$ cat src/rtl/trap_ctrl_mc_if.sv
// Trap request bundle between the issue channels, the trap controller and the interrupt SM.
interface trap_ctrl_mc_if #(
    parameter int N_CHAN = 2,
    parameter int TAG_W  = 32,
    parameter int CH_W   = (N_CHAN > 1) ? $clog2(N_CHAN) : 1
);
    logic [N_CHAN-1:0]       dec_valid;
    logic [5*N_CHAN-1:0]     dec_to;
    logic [5*N_CHAN-1:0]     dec_cmp;
    logic [TAG_W*N_CHAN-1:0] dec_tag;
    logic [N_CHAN-1:0]       en_int;
    logic                    flush;
    logic                    ovf_clr;
    logic                    trap_req;
    logic [CH_W-1:0]         trap_chan;
    logic [TAG_W-1:0]        trap_tag;
    logic [4:0]              trap_hit;
    logic                    trap_ack;
    logic [N_CHAN-1:0]       pend;
    logic [N_CHAN-1:0]       ovf;

    modport master (
        output dec_valid, dec_to, dec_cmp, dec_tag, en_int, flush, ovf_clr, trap_ack,
        input  trap_req, trap_chan, trap_tag, trap_hit, pend, ovf
    );

    modport slave (
        input  dec_valid, dec_to, dec_cmp, dec_tag, en_int, flush, ovf_clr, trap_ack,
        output trap_req, trap_chan, trap_tag, trap_hit, pend, ovf
    );
endinterface

$ cat src/rtl/trap_ctrl_mc.sv
// Multi-channel trap controller: per-channel trap evaluation, one pending entry per channel,
// arbitration and req/ack hand-off to the interrupt state machine.
//
// state | meaning
// IDLE  | no trap offered; grant an eligible pending channel if any
// REQ   | trap offered on trap_req, outputs frozen until trap_ack
module trap_ctrl_mc #(
    parameter int N_CHAN = 2,
    parameter int TAG_W  = 32,
    parameter int RR     = 1,
    localparam int CH_W  = (N_CHAN > 1) ? $clog2(N_CHAN) : 1
) (
    input  logic           clk,
    input  logic           reset,
    trap_ctrl_mc_if.slave  bus
);
    typedef enum logic {IDLE, REQ} state_t;

    state_t            state, state_nxt;
    logic [N_CHAN-1:0] capture, drop, acking, elig;
    logic [N_CHAN-1:0] pend_q, ovf_q;
    logic [TAG_W-1:0]  tag_q [N_CHAN];
    logic [4:0]        hbits_q [N_CHAN];
    logic [CH_W-1:0]   ptr_q, chan_q, grant;
    logic              grant_vld;
    logic [TAG_W-1:0]  out_tag_q;
    logic [4:0]        out_hit_q;
    logic              trap_req;

    // A hit on the channel being acked refills the slot instead of overflowing.
    always_comb begin
        logic hi;
        capture = '0;
        drop    = '0;
        acking  = '0;
        hi      = 1'b0;
        for (int i = 0; i < N_CHAN; i++) begin
            hi = bus.dec_valid[i] & bus.en_int[i]
                 & (|(bus.dec_to[5*i +: 5] & bus.dec_cmp[5*i +: 5]));
            acking[i]  = (state == REQ) && bus.trap_ack && (chan_q == CH_W'(i));
            capture[i] = hi && !bus.flush && (!pend_q[i] || acking[i]);
            drop[i]    = hi && !bus.flush && pend_q[i] && !acking[i];
        end
    end

    // Grant is suppressed during flush so the latched entry is never one being discarded.
    assign elig = pend_q & bus.en_int & {N_CHAN{~bus.flush}};

    always_comb begin
        int              base;
        logic [CH_W-1:0] idx;
        base      = (RR != 0) ? int'(ptr_q) : 0;
        idx       = '0;
        grant     = '0;
        grant_vld = 1'b0;
        for (int k = 0; k < N_CHAN; k++) begin
            idx = CH_W'((base + k) % N_CHAN);
            if (!grant_vld && elig[idx]) begin
                grant     = idx;
                grant_vld = 1'b1;
            end
        end
    end

    always_ff @(posedge clk) begin
        if (reset) state <= IDLE;
        else       state <= state_nxt;
    end

    always_comb begin
        state_nxt = state;
        case (state)
            IDLE:    if (grant_vld) state_nxt = REQ;
            REQ:     if (bus.trap_ack) state_nxt = IDLE;
            default: state_nxt = IDLE;
        endcase
    end

    always_comb begin
        trap_req = (state == REQ);
    end

    always_ff @(posedge clk) begin
        if (reset) begin
            pend_q <= '0;
            ovf_q  <= '0;
        end else begin
            for (int i = 0; i < N_CHAN; i++) begin
                if (capture[i])
                    pend_q[i] <= 1'b1;
                else if (acking[i] || (bus.flush && !((state == REQ) && (chan_q == CH_W'(i)))))
                    pend_q[i] <= 1'b0;
                if (drop[i])
                    ovf_q[i] <= 1'b1;
                else if (bus.ovf_clr)
                    ovf_q[i] <= 1'b0;
            end
        end
    end

    always_ff @(posedge clk) begin
        for (int i = 0; i < N_CHAN; i++) begin
            if (capture[i]) begin
                tag_q[i]   <= bus.dec_tag[TAG_W*i +: TAG_W];
                hbits_q[i] <= bus.dec_to[5*i +: 5] & bus.dec_cmp[5*i +: 5];
            end
        end
    end

    always_ff @(posedge clk) begin
        if (reset) begin
            chan_q    <= '0;
            out_tag_q <= '0;
            out_hit_q <= '0;
            ptr_q     <= '0;
        end else begin
            if ((state == IDLE) && grant_vld) begin
                chan_q    <= grant;
                out_tag_q <= tag_q[grant];
                out_hit_q <= hbits_q[grant];
            end
            if ((state == REQ) && bus.trap_ack)
                ptr_q <= (chan_q == CH_W'(N_CHAN - 1)) ? '0 : chan_q + CH_W'(1);
        end
    end

    assign bus.trap_req  = trap_req;
    assign bus.trap_chan = chan_q;
    assign bus.trap_tag  = out_tag_q;
    assign bus.trap_hit  = out_hit_q;
    assign bus.pend      = pend_q;
    assign bus.ovf       = ovf_q;
endmodule
$ cat src/flat_wrapper.sv
// flat-port wrapper written by rule: the top's interface ports become plain ports
module trap_ctrl_mc_flat 
#(
    parameter int N_CHAN = 2,
    parameter int TAG_W  = 32,
    parameter int RR     = 1,
    localparam int CH_W  = (N_CHAN > 1) ? $clog2(N_CHAN) : 1
)
  (clk, reset, bus_dec_valid, bus_dec_to, bus_dec_cmp, bus_dec_tag, bus_en_int, bus_flush, bus_ovf_clr, bus_trap_ack, bus_trap_req, bus_trap_chan, bus_trap_tag, bus_trap_hit, bus_pend, bus_ovf);
  trap_ctrl_mc_if #(.N_CHAN(N_CHAN), .TAG_W(TAG_W)) bus_i ();
  input  logic clk;
  input  logic reset;
  input wire logic [$bits(bus_i.dec_valid)-1:0] bus_dec_valid;
  input wire logic [$bits(bus_i.dec_to)-1:0] bus_dec_to;
  input wire logic [$bits(bus_i.dec_cmp)-1:0] bus_dec_cmp;
  input wire logic [$bits(bus_i.dec_tag)-1:0] bus_dec_tag;
  input wire logic [$bits(bus_i.en_int)-1:0] bus_en_int;
  input wire logic [$bits(bus_i.flush)-1:0] bus_flush;
  input wire logic [$bits(bus_i.ovf_clr)-1:0] bus_ovf_clr;
  input wire logic [$bits(bus_i.trap_ack)-1:0] bus_trap_ack;
  output wire logic [$bits(bus_i.trap_req)-1:0] bus_trap_req;
  output wire logic [$bits(bus_i.trap_chan)-1:0] bus_trap_chan;
  output wire logic [$bits(bus_i.trap_tag)-1:0] bus_trap_tag;
  output wire logic [$bits(bus_i.trap_hit)-1:0] bus_trap_hit;
  output wire logic [$bits(bus_i.pend)-1:0] bus_pend;
  output wire logic [$bits(bus_i.ovf)-1:0] bus_ovf;
  assign bus_i.dec_valid = bus_dec_valid;
  assign bus_i.dec_to = bus_dec_to;
  assign bus_i.dec_cmp = bus_dec_cmp;
  assign bus_i.dec_tag = bus_dec_tag;
  assign bus_i.en_int = bus_en_int;
  assign bus_i.flush = bus_flush;
  assign bus_i.ovf_clr = bus_ovf_clr;
  assign bus_i.trap_ack = bus_trap_ack;
  assign bus_trap_req = bus_i.trap_req;
  assign bus_trap_chan = bus_i.trap_chan;
  assign bus_trap_tag = bus_i.trap_tag;
  assign bus_trap_hit = bus_i.trap_hit;
  assign bus_pend = bus_i.pend;
  assign bus_ovf = bus_i.ovf;
  trap_ctrl_mc #(.N_CHAN(N_CHAN), .TAG_W(TAG_W), .RR(RR)) u_core (.clk(clk), .reset(reset), .bus(bus_i));
endmodule
$ cat config.mk
export PLATFORM = sky130hd
export DESIGN_NAME = trap_ctrl_mc_flat
export DESIGN_NICKNAME = d
export VERILOG_FILES = /design/src/rtl/trap_ctrl_mc_if.sv /design/src/rtl/trap_ctrl_mc.sv /design/src/flat_wrapper.sv
export SDC_FILE = /design/constraint.sdc
export NUM_CORES = 1
export LEC_CHECK = 0
export ABC_CLOCK_PERIOD_IN_PS = 4450
export BUFFER_PORTS_ARGS = -buffer_cell sky130_fd_sc_hd__buf_2
export CELL_PAD_IN_SITES_DETAIL_PLACEMENT = 2
export CELL_PAD_IN_SITES_GLOBAL_PLACEMENT = 2
export CORE_UTILIZATION = 34
export CTS_BUF_LIST = sky130_fd_sc_hd__clkbuf_16
export DETAILED_ROUTE_END_ITERATION = 10
export PLACE_DENSITY_LB_ADDON = 0.2
export SLEW_MARGIN = 0
export SYNTH_ARGS = -nofsm -noshare
export SYNTH_HDL_FRONTEND = slang
export SYNTH_SLANG_ARGS = --single-unit
$ cat constraint.sdc
create_clock -name clk -period 4.45 [get_ports clk]
set_clock_uncertainty 0.2 [all_clocks]
set_input_delay 0.6675 -clock clk [delete_from_list [all_inputs] [get_ports clk]]
set_output_delay 0.6675 -clock clk [all_outputs]
set_load 0.01 [all_outputs]
# Yosys cells after proc, flatten, opt, wreduce, memory -nomap -nowiden
# Memory sizes are Yosys's and may differ from the RTL's. A register that Yosys moved wholly into a read port is not among the register bits.
# Cells that the tools add are included.
# totals
regBits,7
n_memories,2
inputBits,93
wordCells,82
ram_bits,74
# op_classes
muxes,23
bitwise,11
magnitude_cmp,2
reduce_logical,35
n_addsub,2
# mem_list
memory,depth,word_bits,read_ports,rd_ports_with_merged_regs,write_ports,line_no,text
u_core.tag_q,2,32,1,1,2,trap_ctrl_mc.sv:22,logic [TAG_W-1:0] tag_q [N_CHAN];
u_core.hbits_q,2,5,1,1,2,trap_ctrl_mc.sv:23,logic [4:0] hbits_q [N_CHAN];
# op_table
operator,n
$mux W1,22
$logic_and A1 B1 Y1,17
$and A5 B5 Y5,2
$reduce_or A5 Y1,2
$logic_not A1 Y1,8
$reduce_bool A2 Y1,4
$and A1 B1 Y1,4
$and A2 B2 Y2,2
$logic_or A1 B1 Y1,4
$lt A1 B2 Y1 const B,2
$not A1 Y1,3
$add A1 B1 Y1 const B,2
$pmux W1 S2,1

# Logic depth before layout (Yosys ltp)
# Gate-level depths: netlist of the first run.
# depth
word_depth,10
mapped_depth,6
mapped_depth_nobuf,3

# Least setup slack after synthesis of the first run
# No wires, ideal clock.
# synth_path
kind,input to register
startpoint,input port bus_flush
endpoint,"memory u_core.hbits_q[1][0], enable pin"
n_path_buf,0
slack_ns,1.018
stages,3
arrival_ns,2.788
required_time_ns,3.806
setup_ns,0.444
path_cell_list,and3b_1 o41ai_1 a21oi_1
# synth_lines
element,line_no,text
"start, declared",flat_wrapper.sv:18,input wire logic [$bits(bus_i.flush)-1:0] bus_flush;
"end, declared",trap_ctrl_mc.sv:23,

==> flow_metrics.tcl, run 1 <==
set metrics [dict create \
    drtIter0Drc 121 \
    ys_warn_count 0 \
    wirelength_um 13500 \
    fin_crit_ps 2550 \
    critPathLaunch "u_core.bus.trap_req" \
    tns_ps 0 \
    cts.sinks 118 \
    path_class "reg -> reg" \
    crit_path_max_fanout 37 \
    avgSynthCellArea_um2 13.4 \
    slew_headroom_pct 21.7 \
    grt_pass1_wl_um 21000 \
    cts_repair_resize_count 0 \
    start_util_pct 35.0 \
    crit_path_end "u_core.tag_q[0][12]" \
    dr.pass1.iters 4 \
    rr_endpoint "u_core.tag_q[0][12]" \
    cts_tree "yes" \
    synth.top_cell.area_share_pct 47.6 \
    nets 568 \
    cp.required_ps 4270 \
    peakVddDrop_v 0.000178 \
    synth_seq_cells 118 \
    r2r_slack_ps 1900 \
    grt_max_degree 41 \
    area_delta_synth_final_pct 26.9 \
    whs_ps 232 \
    io_buffers 135 \
    n_fill_cell 1386 \
    arrival_ps 2370 \
    seqPwrFrac_pct 48.4 \
    cts.hold.buffers_added 0 \
    grt_overflow 0 \
    die_x_um 119 \
    synth_fp_nets 441 \
    vias 3451 \
    tightest_slew_ps 1170 \
    synth_cell_types 26 \
    route.met3.wl_um 628 \
    viasPerCell 5.21 \
    pwr-share-clk_pct 44.5 \
    p_int_w 0.00195 \
    min_period_over_period_pct 57.4 \
    r2r_cells 3 \
    top_layer_used "met5" \
    synth_flop_cell "edfxtp_1" \
    die_y_um 119 \
    ios 136 \
    grt_pass1_vias 3772 \
    synth.top_cells.by_count "74 x edfxtp_1, 44 x dfxtp_1, 43 x a21oi_1" \
    synth_most_common_cell "edfxtp_1" \
    setup_viol 0 \
    synth_enable_flop_cells 74 \
    rsz0062_at_grt "no" \
    post_cts_buffers 0 \
    route.met2.wl_um 6950 \
    leakagePower_nw 2.16 \
    clock_latency_ps 410 \
    drt-met1-wl_um 5680 \
    yosys.area.top_type "edfxtp_1" \
    fmax_mhz 392 \
    cts-buffers-inserted 17 \
    startpoint_type "flop" \
    dp_hpwl_um 8600 \
    seq_area_frac_synth_pct 66.4 \
    syn_inst 348 \
    core_mm2 0.0133 \
    synthArstFlopShare_pct 0 \
    grt_usage_pct 20.1 \
    cts.clk_slew.worst_paths_ps 50 \
    route.detailed.drc 0 \
    layout-drive-gt1-share_pct 40.5 \
    slew_violations 0 \
    synth_area_mm2 0.00467 \
    place.gp.congestion 0.690 \
    root_buffer "clkbuf_16" \
    antenna_cells 0 \
    status "complete, no violations" \
    final_hold_viol_count 0 \
    power_switching_w 0.000564 \
    rows 42 \
    synthTopCellsByArea "edfxtp_1 48%, dfxtp_1 19%, a311oi_2 9.6%, a21oi_1 4.6%, nand3_1 4.1%" \
    endpoint_kind "flop" \
    cts_buffer_depth 2 \
    h-tree-depth 4 \
    die_area_mm2 0.0142 \
    switching_share_pct 22.4 \
    ant_nets 0 \
    comb_power_share_pct 7.0 \
    antenna_found_initial 1 \
    power.density_mw_per_mm2 424 \
    max-cap-violations 0 \
    holdCritPathClass "in -> reg" \
    avgRoutedWirePerCell_um 20.4 \
    r2r_start "u_core.bus.trap_req" \
]
routing by layer:
| layer | track usage, % | up-vias |
|---|---|---|
| li1 | - | 1622 |
| met1 | 22.9 | 1716 |
| met2 | 35.1 | 91 |
| met3 | 5.41 | 20 |
| met4 | 9.10 | 2 |
| met5 | 0 | - |
through the flow:
| stage | total power, W | instance area (um2) | worst slack [ps] | std cells | util, % |
|---|---|---|---|---|---|
| after floorplan | 0.00133 | 4670 | 1020 | 348 | - |
| final | 0.00251 | 5930 | 1900 | 663 | 44.4 |
| after global routing | 0.00260 | 5930 | 1650 | 663 | 44.4 |
| after detailed placement | 0.00142 | 5450 | 1530 | 632 | 40.8 |
| after global placement | 0.00141 | 5450 | 1660 | 632 | 40.8 |
| after CTS | 0.00254 | 5930 | 1830 | 663 | 44.4 |
placed cells by master, fill, tap and decap left out, drive strengths merged, types with 4 or more instances in the layout:
cell    synthesis  final
and2           11     11
and3b           4      4
a21oi          43     43
dfxtp          44     44
clkbuf         13     17
nand3          38     38
edfxtp         74     74
a311oi         38     38
nand2           6      6
o21ai          38     38
inv             1      5
buf            20    141
clkinv          0     10
state kept, by name, indices dropped and copies added (netlist names):
register and flops:
u_core.bus.trap_hit 5, u_core.bus.pend 2, u_core.bus.trap_req 1, u_core.hbits_q 10
u_core.bus.trap_tag 32, u_core.bus.ovf 2, u_core.bus.trap_chan 1, u_core.tag_q 64
u_core.ptr_q 1
power by group through the flow:
stage	sequential, W	clock [W]	combinational, W
detailed placement	0.00124	0	0.000180
CTS	0.00122	0.00115	0.000181
finish	0.00122	0.00112	0.000177
global route	0.00122	0.00119	0.000193
global placement	0.00124	0	0.000174
floorplan	0.00124	0	0.0000862
worst max-delay path, stage by stage, from the launching register on:
cell	delay, ps
dfxtp_1	510
nand2_1	100
o21ai_0	320
nor2b_4	1010
cell families after synthesis:
logic type             count (synthesis)  share of synthesized area [%]
buffers and inverters                 34                           4.20
and+or+nand+nor                       67                           7.82
DFF                                  118                           66.4
AOI/OAI and AO/OA                    129                           21.6
worst min-delay path by stage:
| stage | start | endpoint | slack, ps | depth (start not counted) |
|---|---|---|---|---|
| after global routing | bus_dec_tag[11] | u_core.tag_q[0][11] | 210 | 1 |
| final | bus_dec_tag[21] | u_core.tag_q[0][21] | 230 | 1 |
| after CTS | bus_dec_tag[41] | u_core.tag_q[1][9] | 210 | 1 |
| after floorplan | u_core.bus.ovf[0] | u_core.bus.ovf[0] | 280 | 2 |
| after detailed placement | u_core.bus.ovf[0] | u_core.bus.ovf[0] | 240 | 2 |
| after global placement | u_core.bus.ovf[0] | u_core.bus.ovf[0] | 240 | 2 |
layout make-up:
class / instances / area [um2] / area share [%]
clock inverter: 14 / 55.1 / 0.928
clock buffer: 17 / 425 / 7.17
multi-input combinational: 196 / 1400 / 23.6
timing repair buffer: 141 / 721 / 12.2
sequential: 118 / 3100 / 52.3
tap: 176 / 220 / 3.71
inverter: 1 / 3.75 / 0.0633
(Power assumes the default switching activity.)
==> run 2: changes to the inputs <==
Settings changed: ABC_AREA set to 1, ABC_CLOCK_PERIOD_IN_PS 4450 to 2300, CORE_UTILIZATION 34 to 28.
Clock period 4.45 ns to 2.3 ns, I/O delays scaled along.
==> run 2 against run 1 <==
  * Critical path type unchanged
  * Critical endpoint is now u_core.tag_q[0][18]
  * Non-clock buffer count increased by 72
  * Total power increased by 110%
  * Synthesized area increased by 3.2%
  * Highest routed layer is now met4
  * Core utilization decreased by 2.9 points
  * Sequential power increased by 92%
  * Setup slack got worse by 1400 ps
  * Design area increased by 17%
  * Routed wire length increased by 14%
==> flow_metrics.tcl, run 2 <==
set metrics [dict create \
    status "complete, no violations" \
    crit_path_end "u_core.tag_q[0][18]" \
    synth_enable_flop_cells 74 \
    drtIter0Drc 127 \
    power_switching_w 0.00120 \
    crit_path_top_delay_cell "dfxtp_1" \
    cts-buffers-inserted 17 \
    antenna_cells 0 \
    pwr-share-clk_pct 48.7 \
    dp_hpwl_um 9730 \
    area_delta_synth_final_pct 43.7 \
    switching_share_pct 22.8 \
    dr.pass1.iters 4 \
    power.density_mw_per_mm2 761 \
    synth_most_common_cell "nand2_1" \
    r2r_cells 5 \
    final_hold_viol_count 0 \
    cp.required_ps 2190 \
    rr_endpoint "u_core.tag_q[0][18]" \
    ant_nets 0 \
    tightest_slew_ps 547 \
    endpoint_kind "flop" \
    cts_tree "yes" \
    synth_seq_cells 118 \
    syn_inst 478 \
    fmax_mhz 553 \
    slew_headroom_pct 63.5 \
    antenna_found_initial 0 \
    grt_usage_pct 18.8 \
    io_buffers 135 \
    synth_area_mm2 0.00482 \
    avgRoutedWirePerCell_um 16.7 \
    cts_repair_resize_count 0 \
    root_buffer "clkbuf_16" \
    p_int_w 0.00407 \
    peakVddDrop_v 0.000509 \
    route.detailed.drc 0 \
    ios 136 \
    wirelength_um 15400 \
    p_total_w 0.00527 \
    final_common_cell "buf_2" \
    place.gp.congestion 0.751 \
    n_fill_cell 1841 \
    die_x_um 133 \
    whs_ps 28.5 \
    viasPerCell 4.44 \
    layout-drive-gt1-share_pct 30.1 \
    h-tree-depth 4 \
    holdCritPathClass "in -> reg" \
    synth.top_cells.by_count "101 x nand2_1, 96 x inv_1, 74 x edfxtp_1" \
    slowest_delay_ps 400 \
    top_register "u_core.tag_q" \
    ys_warn_count 0 \
    core_mm2 0.0167 \
    startpoint_type "flop" \
    grt_max_degree 39 \
    synthTopCellsByArea "edfxtp_1 46%, dfxtp_1 18%, nand2_1 7.9%, inv_1 7.5%, nand3_1 7.2%" \
    rsz0062_at_grt "no" \
    die_area_mm2 0.0178 \
    nets 778 \
    fin_crit_ps 1810 \
    cts.clk_slew.worst_paths_ps 60 \
    yosys.area.top_type "edfxtp_1" \
    final_cell_mix "135 x buf_2, 100 x nand2_1, 95 x inv_1" \
    synth.top_cell.area_share_pct 46.1 \
    rows 47 \
    slew_violations 0 \
    tns_ps 0 \
    synth_cell_types 21 \
    arrival_ps 1700 \
    r2r_start "u_core.bus.trap_req" \
    path_class "reg -> reg" \
    seq_area_frac_synth_pct 64.3 \
    cts.sinks 118 \
    cp_num_cells 5 \
    grt_pass1_wl_um 24900 \
    die_y_um 133 \
    crit_path_max_fanout 19 \
    clock_latency_ps 410 \
    synth_fp_nets 571 \
    vias 4079 \
    comb_power_share_pct 7.0 \
    max-cap-violations 0 \
    leakagePower_nw 3.14 \
    cp.buffers_inverters 2 \
    grt_overflow 0 \
    critPathLaunch "u_core.bus.trap_req" \
    avgSynthCellArea_um2 10.1 \
    setup_viol 0 \
    cp_top_family "flip-flops" \
    cts_buffer_depth 2 \
    r2r_slack_ps 490 \
    start_util_pct 28.9 \
    seqPwrFrac_pct 44.3 \
    min_period_over_period_pct 78.6 \
    synth_flop_cell "edfxtp_1" \
    grt_pass1_vias 4732 \
    synthArstFlopShare_pct 0 \
    largest_reg_flops 64 \
    worstPathCellList "nand2_1 -> o21ai_0 -> nand3_1 -> inv_2 -> buf_4" \
]
## run 2: cell types whose count changed in the layout (fill, tap and decap cells not counted), sizes merged, moves of 3 or more
| cell | before | now |
|---|---|---|
| inv | 5 | 99 |
| a311oi | 38 | 0 |
| a22o | 3 | 0 |
| clkinvlp | 0 | 5 |
| dlygate4sd3 | 0 | 64 |
| and2 | 11 | 0 |
| nand2 | 6 | 103 |
| o21ai | 38 | 3 |
| and3b | 4 | 0 |
| buf | 141 | 149 |
| clkinv | 10 | 7 |
| nand3 | 38 | 81 |
## run 2: cell type report
cell class / instances / area [um2] / share of cell area (%)
sequential: 118 / 3100 / 44.8
inverter: 98 / 368 / 5.31
timing repair buffer: 213 / 1450 / 20.9
tap: 220 / 275 / 3.97
multi-input combinational: 237 / 1170 / 16.9
clock buffer: 17 / 425 / 6.14
clock inverter: 15 / 140 / 2.02
## run 2: worst reg2reg max path: cells and delay by family (launching register included)
family | cells | cell delay [ps]
buffers and inverters | 2 | 370
and+or+nand+nor | 2 | 270
DFF | 1 | 400
AOI/OAI and AO/OA | 1 | 230
## run 2: stage by stage
stage	area, um2	instances	setup slack (ps)	util, %
finish	6930	918	492	41.5
floorplan	4820	478	145	-
global route	6930	918	335	41.5
detailed placement	5730	822	451	34.3
global placement	5730	822	498	34.3
CTS	6930	918	481	41.5
## run 2: what timing repair did
item | 4_1_cts | 5_1_grt
setup buffers | 0 | 0
hold buffers | 64 | 0
hold endpoints to repair | 64 | 0
## run 2: power by group through the flow
| stage | registers (W) | logic (W) | clock network, W |
|---|---|---|---|
| after global placement | 0.00238 | 0.000272 | 0 |
| after detailed placement | 0.00238 | 0.000286 | 0 |
| after global routing | 0.00234 | 0.000412 | 0.00272 |
| final | 0.00234 | 0.000369 | 0.00257 |
| after floorplan | 0.00239 | 0.000117 | 0 |
| after CTS | 0.00234 | 0.000373 | 0.00263 |
## run 2: routing by layer
metal / global-route usage [%] / share of wire, %
met2: 34.4 / 52
met3: 4.00 / 3.6
met4: 6.76 / 1.6
met1: 21.3 / 42
met5: 0 / 0
## run 2: how the worst min path moves through the flow
stage | startpoint | to | depth (start not counted)
detailed placement | u_core.ptr_q | u_core.ptr_q | 2
finish | bus_ovf_clr | u_core.bus.ovf[1] | 4
global route | bus_ovf_clr | u_core.bus.ovf[1] | 4
global placement | u_core.ptr_q | u_core.ptr_q | 2
CTS | bus_ovf_clr | u_core.bus.ovf[1] | 4
floorplan | u_core.ptr_q | u_core.ptr_q | 2
## run 2: kinds of logic after synthesis
family / Yosys count / synth area share (%)
simple gates: 190 / 18.5
flops: 118 / 64.3
buf+inv: 123 / 11.5
compound gates: 47 / 5.71
